[src/rtl/rgb_to_grayscale_if.sv]
// Pixel stream bundle between an RGB source and the luma converter.
// slave: rgb_i/valid_i in; grayscale_o/done_o/x_o/y_o/frame_done_o out.
interface rgb_to_grayscale_if #(
   parameter int IMG_WIDTH  = 640,
   parameter int IMG_HEIGHT = 480
);
   localparam int XW = $clog2(IMG_WIDTH);
   localparam int YW = $clog2(IMG_HEIGHT);

   logic [23:0]   rgb_i;
   logic          valid_i;
   logic [7:0]    grayscale_o;
   logic          done_o;
   logic [XW-1:0] x_o;
   logic [YW-1:0] y_o;
   logic          frame_done_o;

   modport slave (
      input  rgb_i,
      input  valid_i,
      output grayscale_o,
      output done_o,
      output x_o,
      output y_o,
      output frame_done_o
   );

   modport master (
      output rgb_i,
      output valid_i,
      input  grayscale_o,
      input  done_o,
      input  x_o,
      input  y_o,
      input  frame_done_o
   );
endinterface

[src/rtl/rgb_to_grayscale.sv]
// Three-stage RGB to 8-bit luma converter with raster position tracking.
// Ports: clk, rst (sync, active-high), px (slave modport of the stream bundle).
module rgb_to_grayscale #(
   parameter int IMG_WIDTH  = 640,
   parameter int IMG_HEIGHT = 480
) (
   input logic               clk,
   input logic               rst,
   rgb_to_grayscale_if.slave px
);
   localparam int XW = $clog2(IMG_WIDTH);
   localparam int YW = $clog2(IMG_HEIGHT);
   localparam logic [XW-1:0] X_LAST = XW'(IMG_WIDTH - 1);
   localparam logic [YW-1:0] Y_LAST = YW'(IMG_HEIGHT - 1);

   logic          v1_q, v1_d;
   logic [15:0]   pr_q, pr_d;
   logic [15:0]   pg_q, pg_d;
   logic [15:0]   pb_q, pb_d;
   logic          v2_q, v2_d;
   logic [15:0]   sum_q, sum_d;
   logic          done_q, done_d;
   logic [7:0]    gray_q, gray_d;
   logic [XW-1:0] x_q, x_d;
   logic [YW-1:0] y_q, y_d;
   logic          fd_q, fd_d;
   // position of the next pixel to leave S3
   logic [XW-1:0] cx_q, cx_d;
   logic [YW-1:0] cy_q, cy_d;

   always_comb begin
      v1_d = px.valid_i;
      pr_d = pr_q;
      pg_d = pg_q;
      pb_d = pb_q;
      if (px.valid_i) begin
         pr_d = {8'd0, px.rgb_i[23:16]} * 16'd77;
         pg_d = {8'd0, px.rgb_i[15:8]}  * 16'd150;
         pb_d = {8'd0, px.rgb_i[7:0]}   * 16'd29;
      end

      v2_d  = v1_q;
      sum_d = sum_q;
      // coefficients sum to 256, so the rounded sum never exceeds 16 bits
      if (v1_q)
         sum_d = pr_q + pg_q + pb_q + 16'd128;

      done_d = v2_q;
      gray_d = gray_q;
      x_d    = x_q;
      y_d    = y_q;
      cx_d   = cx_q;
      cy_d   = cy_q;
      fd_d   = 1'b0;
      if (v2_q) begin
         gray_d = sum_q[15:8];
         x_d    = cx_q;
         y_d    = cy_q;
         fd_d   = (cx_q == X_LAST) && (cy_q == Y_LAST);
         if (cx_q == X_LAST) begin
            cx_d = '0;
            cy_d = (cy_q == Y_LAST) ? '0 : cy_q + YW'(1);
         end else begin
            cx_d = cx_q + XW'(1);
         end
      end
   end

   always_ff @(posedge clk) begin
      if (rst) begin
         v1_q   <= 1'b0;
         pr_q   <= '0;
         pg_q   <= '0;
         pb_q   <= '0;
         v2_q   <= 1'b0;
         sum_q  <= '0;
         done_q <= 1'b0;
         gray_q <= '0;
         x_q    <= '0;
         y_q    <= '0;
         fd_q   <= 1'b0;
         cx_q   <= '0;
         cy_q   <= '0;
      end else begin
         v1_q   <= v1_d;
         pr_q   <= pr_d;
         pg_q   <= pg_d;
         pb_q   <= pb_d;
         v2_q   <= v2_d;
         sum_q  <= sum_d;
         done_q <= done_d;
         gray_q <= gray_d;
         x_q    <= x_d;
         y_q    <= y_d;
         fd_q   <= fd_d;
         cx_q   <= cx_d;
         cy_q   <= cy_d;
      end
   end

   assign px.grayscale_o  = gray_q;
   assign px.done_o       = done_q;
   assign px.x_o          = x_q;
   assign px.y_o          = y_q;
   assign px.frame_done_o = fd_q;
endmodule
[src/flat_wrapper.sv]
// flat-port wrapper written by rule: the top's interface ports become plain ports
module rgb_to_grayscale_flat 
#(
   parameter int IMG_WIDTH  = 640,
   parameter int IMG_HEIGHT = 480
)
  (clk, rst, px_rgb_i, px_valid_i, px_grayscale_o, px_done_o, px_x_o, px_y_o, px_frame_done_o);
  rgb_to_grayscale_if #(.IMG_WIDTH(IMG_WIDTH), .IMG_HEIGHT(IMG_HEIGHT)) px_i ();
  input logic clk;
  input logic rst;
  input wire logic [$bits(px_i.rgb_i)-1:0] px_rgb_i;
  input wire logic [$bits(px_i.valid_i)-1:0] px_valid_i;
  output wire logic [$bits(px_i.grayscale_o)-1:0] px_grayscale_o;
  output wire logic [$bits(px_i.done_o)-1:0] px_done_o;
  output wire logic [$bits(px_i.x_o)-1:0] px_x_o;
  output wire logic [$bits(px_i.y_o)-1:0] px_y_o;
  output wire logic [$bits(px_i.frame_done_o)-1:0] px_frame_done_o;
  assign px_i.rgb_i = px_rgb_i;
  assign px_i.valid_i = px_valid_i;
  assign px_grayscale_o = px_i.grayscale_o;
  assign px_done_o = px_i.done_o;
  assign px_x_o = px_i.x_o;
  assign px_y_o = px_i.y_o;
  assign px_frame_done_o = px_i.frame_done_o;
  rgb_to_grayscale #(.IMG_WIDTH(IMG_WIDTH), .IMG_HEIGHT(IMG_HEIGHT)) u_core (.clk(clk), .rst(rst), .px(px_i));
endmodule
[config.mk]
export PLATFORM = sky130hd
export DESIGN_NAME = rgb_to_grayscale_flat
export DESIGN_NICKNAME = d
export VERILOG_FILES = /design/src/rtl/rgb_to_grayscale_if.sv /design/src/rtl/rgb_to_grayscale.sv /design/src/flat_wrapper.sv
export SDC_FILE = /design/constraint.sdc
export NUM_CORES = 1
export LEC_CHECK = 0
export ABC_CLOCK_PERIOD_IN_PS = 4000
export BUFFER_PORTS_ARGS = -buffer_cell sky130_fd_sc_hd__buf_2
export CELL_PAD_IN_SITES_DETAIL_PLACEMENT = 1
export CELL_PAD_IN_SITES_GLOBAL_PLACEMENT = 2
export CORE_ASPECT_RATIO = 0.7
export CORE_MARGIN = 1.5
export CORE_UTILIZATION = 39
export CTS_BUF_LIST = sky130_fd_sc_hd__clkbuf_16
export DETAILED_ROUTE_END_ITERATION = 10
export PLACE_DENSITY = 0.77
export SYNTH_ARGS = -nofsm -noshare
export SYNTH_HDL_FRONTEND = slang
export SYNTH_SLANG_ARGS = --single-unit
[constraint.sdc]
create_clock -name clk -period 4 [get_ports clk]
set_input_delay 0.4 -clock clk [delete_from_list [all_inputs] [get_ports clk]]
set_output_delay 0.4 -clock clk [all_outputs]
set_load 0.01 [all_outputs]
==> results.txt, run 1 <==
- Gates resized during post-CTS repair numbered 0.
- In this run the count of I/O pins placed on the die edge is between 50 and 60.
* Highest ir drop seen on vdd: ~180 µV
- In this run the worst hold path is classified as in -> reg.
- In this design, the stage delay of the slowest critical-path cell is around 0.52 ns.
* End point of the most critical hold path: u_core.pb_q[0]
- The average instance in the mapped netlist occupies between 9 and 10 µm².
* Required time of the worst setup path: between 4 and 5 ns
- TritonCTS built the clock tree.
- After clock tree synthesis, the setup repair step added 0 buffers.
- H-tree depth: 3
* Clock network power share: 0.227
- Floorplan die height: 120 µm
- The finished cells cover 0.00842 mm².
- Of the cells placed in the final design, the portion with a size suffix greater than 1 is 0.102.
* Worst path cell trace: buf_2, ha_1, ha_1, inv_1, fa_1, fa_1, inv_1, ha_1, a2111oi_0, o21a_1, o31ai_2, a211oi_1, a2111oi_2
* Setup_tns: 0 ns
- The congestion estimate from routability-driven global placement came to between 0.8 and 0.9.
- Leak Pwr: around 0.004 µW
- The worst setup path is of the in -> reg kind.
* Total routed wirelength: roughly 18 mm
- The cell that appears most often on the critical path is ha_1.
- The worst register-to-register path has a setup slack of 0.85 ns.
- Power spread over the standard cell area amounts to 451 mW/mm².
- The max-slew violation count was 0.
- Commonest non-fill, non-tap cell in the layout: ha_1
- After detailed routing, the number of remaining DRC violations is 0.
- Synthesized instance count: roughly 810
* Outcome: complete, no violations
* Number of antenna violations at the first check in global routing: 0
- PortBufs: between 50 and 60
- Count of standard-cell rows: 42
* Clock sink count: approximately 100
* Worst-skew pair later-pin latency: 0.35 ns
- Portion of the post-synthesis area used by sequential elements: 0.266
- Sequential cell area: around 0.002 mm²
- In this run, synthesis produced a sequential element count of 101.
- The largest individual stage delay along the critical path comes from the cell fa_1.
- Entering global routing, the biggest net connects 60 pins.
* Cell count of the worst reg-to-reg path: 11
- Proportion of power drawn by flip-flops and latches: 0.312
- Relative to the synthesized area, the layout overhead comes to 11.0%.
* Fraction of the mapped netlist area in compound gates: 0.119
- Die width: around 170 µm
- The first routing iteration left 190 violations.
* Core region area: ~0.019 mm²
- Post-layout minimum cycle time: between 3 and 4 ns
- Total of fill cells in the finished design: between 2000 and 2500
* Sw Share: 0.397
- Summing every instance area after synthesis gives 0.00759 mm².
* Via count of the first global-routing pass: 6000
- Number of standard cells in the layout, taps in and fillers out: 1128
- Adder and majority cell fraction of the synthesized area: 0.310
- Count of distinct cell types in the synthesized netlist: 68
* Combinational fraction of design power: 0.461
- Crit path capture type: register
- The number of hold buffers added after CTS was 0.
* Final HPWL from detailed placement: 14.5 mm
- Multi-input gate area in the final layout: roughly 0.0050 mm²
- After the last flow step, the layout net total stands at ~1100.
- The endpoint identified for the worst register-to-register timing path is u_core.sum_q[10].
- Timing would allow up to about 0.29 GHz.
- First-pass GRT wire length: around 30 mm
- Die ar.: 0.0203 mm²
- In this run the most critical hold path is launched from px_rgb_i[0].
- The internal portion of the total power is between 2000 and 2500 µW.
* Setup repair after global routing missed its margin: no
* Largest area contributor in the netlist: dfxtp_1
* Crit path max fanout: 6
- Main combinational cell family by area after synthesis: adder cells
* Actual transition at the worst max-transition pin: 0.656 ns
- The tool flagged a number of max-cap violations equal to 0.
- Fraction of post-synthesis cell area in the top cell type by area: 0.266
- The worst setup path is launched from an input pin.
* Diode count: 0
* Hold Path Depth: 3
- In the layout the commonest cells are 127 x ha_1, 115 x inv_1, 100 x dfxtp_1.
- On the final layout, the worst clock skew is ~0.013 ns.
- Share of flip-flops with an asynchronous set or reset after synthesis: 0
* Worst slew margin: 0.562
* Data arrival at the endpoint of the critical path: ~3.7 ns
* Fin. Hold Viols: 0
* Number of synthesized flops with an enable pin: 0
* Main synth FF type: dfxtp_1
- In this run the cell area measured after placement is around 0.0081 mm².
- The analysis attributes to net switching a power of ~1500 µW.
* Syn_nets: approximately 1000
- Vias after detailed routing: about 5800
- Buffer levels on the longest clock path: 2
* Basic-gate share of the synthesized area counting and, or, nand and nor cells: 0.123
* Total Routing Usage GR: 0.182
* Worst R2R Start: u_core.pg_q[4]
* Top area cells in the synthesized netlist: dfxtp_1 27%, ha_1 21%, fa_1 10%, mux2i_1 6.9%, inv_1 5.7%
- Setup violations remaining at the end of the flow were counted as 0.
- Counting the buffers created by CTS gives 9.
* Number of buffers and inverters on the critical path: 3
* Initial standard-cell utilization of the core: 0.400
* Top Family by Delay on Critical Path: adder cells
- The first detailed-routing pass took 4 iterations.
- Measured against the total synthesized area, the mux share comes to 0.0686.
* GRT Residual Overflow: 0
- Number of instances in the placed design: ~1100
- Final cycle utilization of the critical path: 0.869
- Count of antenna-violating nets left after detailed routing: 0
- Of the total synthesized cell area, the portion taken by XOR and XNOR cells is 0.0416.
* Register clock-pin slew on the reported worst setup and hold paths: about 0.070 ns
- Count of warnings emitted by yosys: 0
- Vias per inst: between 5 and 6
* Root buffer cell: clkbuf_16
* Routed len/inst: ~16 µm
-- cells by family (layout without fill, tap and decap cells) --
kind of cell / after synthesis / count (layout)
fa+ha+maj: 165 / 165
compound gates: 124 / 124
buf+inv: 142 / 192
simple gates: 194 / 194
mux: 52 / 52
flops: 101 / 101
xor+xnor: 36 / 36
-- how the worst max path moves through the flow --
stage                      start              end  slack, ns  depth (start not counted)
floorplan           px_rgb_i[12]  u_core.pg_q[12]       0.57                         12
global placement    px_rgb_i[12]  u_core.pg_q[12]       0.29                         13
detailed placement  px_rgb_i[20]  u_core.pr_q[14]       0.16                         13
CTS                 px_rgb_i[20]  u_core.pr_q[14]       0.52                         13
global route        px_rgb_i[20]  u_core.pr_q[14]       0.31                         13
finish              px_rgb_i[20]  u_core.pr_q[14]       0.53                         13
-- sequential cells by signal, summed over array words and instances (netlist names) --
signal,cells
u_core.px.done_o,1
u_core.px.frame_done_o,1
u_core.px.y_o,9
u_core.cy_q,9
u_core.sum_q,8
u_core.cx_q,10
u_core.done_d,1
u_core.pb_q,13
u_core.v1_q,1
u_core.pr_q,15
u_core.pg_q,15
u_core.px.x_o,10
u_core.px.grayscale_o,8
-- layer usage --
layer / wire length [µm] / global-route usage / share of wire
met1: 8830 / 0.254 / 0.50
met2: 8220 / 0.299 / 0.46
met3: 573 / 0.0287 / 0.032
met4: 110 / 0.0315 / 0.0062
met5: 0 / 0 / 0
-- power by group through the flow --
stage	Sequential, µW	Clock (µW)	Combinational, µW
6_report	1190	861	1750
2_1_floorplan	1180	0	1340
4_1_cts	1190	894	1780
3_5_place_dp	1210	0	1760
3_3_place_gp	1210	0	1690
5_1_grt	1200	933	2010
-- cell type report --
class                   count  share of cell area
inverters                 116              0.0517
clock buffers               9              0.0267
multi-input cells         571               0.597
repair buffers             60              0.0371
flip-flops and latches    101               0.240
well taps                 264              0.0392
clock inverters             7             0.00788
-- through the flow --
stage | power (µW) | util | setup slack, ns | hold slack, ns
2_1_floorplan | 2520 | - | 0.575 | 0.427
3_3_place_gp | 2900 | 0.429 | 0.294 | 0.453
3_5_place_dp | 2970 | 0.429 | 0.156 | 0.470
4_1_cts | 3860 | 0.444 | 0.524 | 0.361
5_1_grt | 4140 | 0.444 | 0.310 | 0.377
6_report | 3800 | 0.444 | 0.525 | 0.365
-- cells in the mapped netlist, types with 3 or more instances --
| cell | n |
|---|---|
| a211oi_1 | 13 |
| a21o_1 | 13 |
| a21oi_1 | 22 |
| a31oi_1 | 3 |
| and3_1 | 6 |
| buf_1 | 11 |
| buf_2 | 4 |
| clkbuf_1 | 11 |
| dfxtp_1 | 101 |
| fa_1 | 38 |
| ha_1 | 127 |
| inv_1 | 115 |
| mux2i_1 | 52 |
| nand2_1 | 31 |
| nand2b_1 | 4 |
| nand3_1 | 11 |
| nand3b_1 | 4 |
| nand4_1 | 9 |
| nand4b_1 | 5 |
| nor2_1 | 92 |
| nor2b_1 | 4 |
| nor3_1 | 10 |
| nor4_1 | 3 |
| o211ai_1 | 3 |
| o21a_1 | 7 |
| o21ai_0 | 18 |
| o21ai_1 | 4 |
| o21bai_1 | 3 |
| o311ai_0 | 5 |
| xnor2_1 | 18 |
| xor2_1 | 18 |
-- tightest hold or removal path, cell delays in order --
cell and delay (ns):
buf_2 0.13, mux2i_1 0.08, nor2_1 0.07
Power figures use the tool's default switching activity.
==> run 2: changes to the inputs <==
--- a/config.mk
+++ b/config.mk
@@ -5,16 +5,16 @@
 export SDC_FILE = /design/constraint.sdc
 export NUM_CORES = 1
 export LEC_CHECK = 0
-export ABC_CLOCK_PERIOD_IN_PS = 4000
+export ABC_CLOCK_PERIOD_IN_PS = 4030
 export BUFFER_PORTS_ARGS = -buffer_cell sky130_fd_sc_hd__buf_2
 export CELL_PAD_IN_SITES_DETAIL_PLACEMENT = 1
 export CELL_PAD_IN_SITES_GLOBAL_PLACEMENT = 2
 export CORE_ASPECT_RATIO = 0.7
 export CORE_MARGIN = 1.5
-export CORE_UTILIZATION = 39
+export CORE_UTILIZATION = 42
 export CTS_BUF_LIST = sky130_fd_sc_hd__clkbuf_16
 export DETAILED_ROUTE_END_ITERATION = 10
-export PLACE_DENSITY = 0.77
+export PLACE_DENSITY = 0.82
 export SYNTH_ARGS = -nofsm -noshare
 export SYNTH_HDL_FRONTEND = slang
 export SYNTH_SLANG_ARGS = --single-unit
==> constraint.sdc (replaced) <==
create_clock -name clk -period 4.03 [get_ports clk]
set_input_delay 0.403 -clock clk [delete_from_list [all_inputs] [get_ports clk]]
set_output_delay 0.403 -clock clk [all_outputs]
set_load 0.01 [all_outputs]
==> run 2 against run 1 <==
Compared with the run above:
- setup slack gained 0.012 ns
- count of clock-buffer cells in the layout is the same
- combinational power about the same
- die area decreased by 7.0%
- final area decreased by 0.76%
- critical endpoint is now u_core.pg_q[12]
- largest power group unchanged
==> results.txt, run 2 (synthesized netlist as in run 1, its figures left out) <==
- Outcome: complete, no violations
* Critical-path cell with the highest stage delay: fa_1
* Vias per inst: about 5.2
* Total Routing Usage GR: 0.195
- Leak Pwr: roughly 0.004 µW
- Largest net degree at the start of global routing: 96
- In the final design database the tool counted approximately 1000 nets.
- Post-layout minimum cycle time: approximately 3.5 ns
* Number of clock buffers inserted by TritonCTS: 9
- Buffer levels on the longest clock path: 2
* Setup slack of the critical path after layout: approximately 0.54 ns
- The initial antenna violation count is 0.
* H-tree depth: 3
- At the placement stage, the worst setup path has a slack of between 0.1 and 0.15 ns.
- Across all layers, the routed design uses approximately 5700 vias.
- Required time of the worst setup path: roughly 4.3 ns
- Summed over all failing endpoints, the final setup total negative slack is 0 ns.
- Power per standard cell area: roughly 450 mW/mm²
- Count of antenna-violating nets left after detailed routing: 0
- After floorplanning, the core was divided into 40 placement rows.
- The max-slew violation count came to 0.
* Register clock-pin slew on the reported worst setup and hold paths: 0.07 ns
- In this run, the number of DRC markers left after iteration 0 of detailed routing was around 250.
* Routed len/inst: 15.6 µm
- Total of fill cells in the finished design: roughly 2100
* PortBufs: 55
- TritonCTS built the clock tree.
- The root buffer cell chosen for the clock tree is clkbuf_16.
- Actual transition at the worst max-transition pin: 1.03 ns
* Worst path cell trace: buf_2, ha_1, ha_1, inv_1, fa_1, fa_1, inv_1, ha_1, a2111oi_0, o21ai_1, a41oi_1, nor4_1, a311o_1
- Of the total power, the share spent switching nets is 0.395.
- Leaving out fill and tap cells, the most frequent cell in the layout is ha_1.
- Largest registers: u_core.pg_q x15, u_core.pr_q x15, u_core.pb_q x13
- The congestion estimate from routability-driven global placement came to a little under 0.9.
- In this run the standard cell core region covers around 0.017 mm².
* Setup repair after global routing missed its margin: no
- Sequential cell area: between 0.002 and 0.0025 mm²
* Crit path capture type: register
* Worst min-delay path class: in -> reg
- The critical path contains buffers and inverters numbering 3 combined.
- In this design, the largest share of critical-path delay is due to adder cells.
* Proportion of power drawn by flip-flops and latches: 0.314
- The number of placed instances, taps included, is about 1100.
- After the flow finishes, the layout carries non-filler instances totaling around 1100.
- Layout cell share with drive strength beyond 1: 0.0998
* Slowest Stage Delay on Critical Path: between 0.5 and 0.6 ns
- Measured against its own limit, the worst slew margin works out to 0.316.
* Die width: roughly 160 µm
- The total overflow left after global routing is 0.
* Die ar.: about 0.019 mm²
* Commonest cells after routing, fill and taps aside: 127 x ha_1, 115 x inv_1, 100 x dfxtp_1
- In the final layout, the multi-input gates occupy 0.00503 mm².
- Hold slack: roughly 0.37 ns
- STA classifies the critical path startpoint as an input pin.
- The tool flagged a number of max-cap violations equal to 0.
* Layout Area Growth over Synthesis: 10.1%
- Crit path max fanout: 4
* Switching power of the nets: 1480 µW
* Data arrival at the endpoint of the critical path: between 3 and 4 ns
- 0 antenna diodes ended up in the layout.
- By startpoint and endpoint, the worst setup path is classified as in -> reg.
* Floorplan die height: roughly 120 µm
- The clock drives slightly above 100 sinks.
- After detailed routing, the number of remaining DRC violations is 0.
- Once placement finished, the instance area stood at about 0.0081 mm².
* Combinational fraction of design power: 0.462
- Post-route clock skew: ~0.0068 ns
- Peak Freq: 0.286 GHz
- Final setup violation count: 0
- After routing the design area is about 0.0084 mm².
* First-pass GRT wire length: between 20 and 30 mm
* Final HPWL from detailed placement: roughly 14 mm
* P_int: roughly 2300 µW
- The later pin in the worst-skew pair is clocked with a latency of about 0.35 ns.
* Number of instances resized during post-cts repair: 0
- Highest ir drop seen on vdd: 224 µV
* Count of TritonRoute iterations in the first routing pass: 4
* Final cycle utilization of the critical path: 0.867
* Fin. Hold Viols: 0
- Total routed wirelength: around 17 mm
- Of the total power, the clock network draws 0.224.
- Number of buffers inserted by post-CTS setup repair: 0
* Top cell by count, worst path: ha_1
* Top-Level Pins: 56
- Initial standard-cell utilization of the core: 0.436
- The number of global-route vias before repair is around 5900.
- # hold bufs at CTS: 0
run 2: cell count changes in the layout (fill, tap and decap cells not counted), sizes merged:
cell,before,now
buf,60,58
clkinvlp,0,4
inv,118,117
clkinv,5,2
run 2: worst paths after layout:
| kind | from | endpoint | slack [ns] | cells after the start |
|---|---|---|---|---|
| min reg2reg | u_core.pb_q[9] | u_core.pb_q[9] | 0.47 | 2 |
| min | px_rgb_i[1] | u_core.pb_q[1] | 0.37 | 3 |
| max | px_rgb_i[12] | u_core.pg_q[12] | 0.54 | 13 |
| max reg2reg | u_core.pg_q[4] | u_core.sum_q[10] | 0.89 | 11 |
run 2: worst register-to-register path: stages, from the launching register on:
cell and delay (ns):
dfxtp_1 0.34, inv_1 0.10, fa_1 0.52, inv_1 0.04, ha_1 0.28, ha_1 0.32
a21oi_2 0.15, o22ai_2 0.14, a21o_2 0.29, a31o_1 0.26, a2111oi_1 0.46, a311o_1 0.17
run 2: routing by layer:
| layer | global-route usage | up-vias | wire (µm) |
|---|---|---|---|
| met5 | 0 | - | 0 |
| met2 | 0.313 | 49 | 7650 |
| met1 | 0.277 | 2792 | 8930 |
| met3 | 0.0311 | 9 | 355 |
| met4 | 0.0400 | 0 | 139 |
| li1 | - | 2868 | - |
run 2: final cells by class:
type | count | share of cell area
multi-input cells | 571 | 0.602
flip-flops and latches | 101 | 0.242
inverters | 116 | 0.0521
repair buffers | 58 | 0.0356
well taps | 231 | 0.0346
clock buffers | 9 | 0.0270
clock inverters | 7 | 0.00704
run 2: power by group through the flow:
stage                     clock, µW  sequential [µW]  combinational, µW
after floorplan                   0             1170               1330
after global placement            0             1190               1670
after detailed placement          0             1200               1730
after CTS                       871             1170               1740
after global routing            905             1190               1980
final                           838             1170               1730
run 2: through the flow:
step | utilization | power [µW]
global placement | 0.464 | 2860
CTS | 0.480 | 3790
floorplan | - | 2500
global route | 0.480 | 4070
detailed placement | 0.464 | 2920
finish | 0.480 | 3740
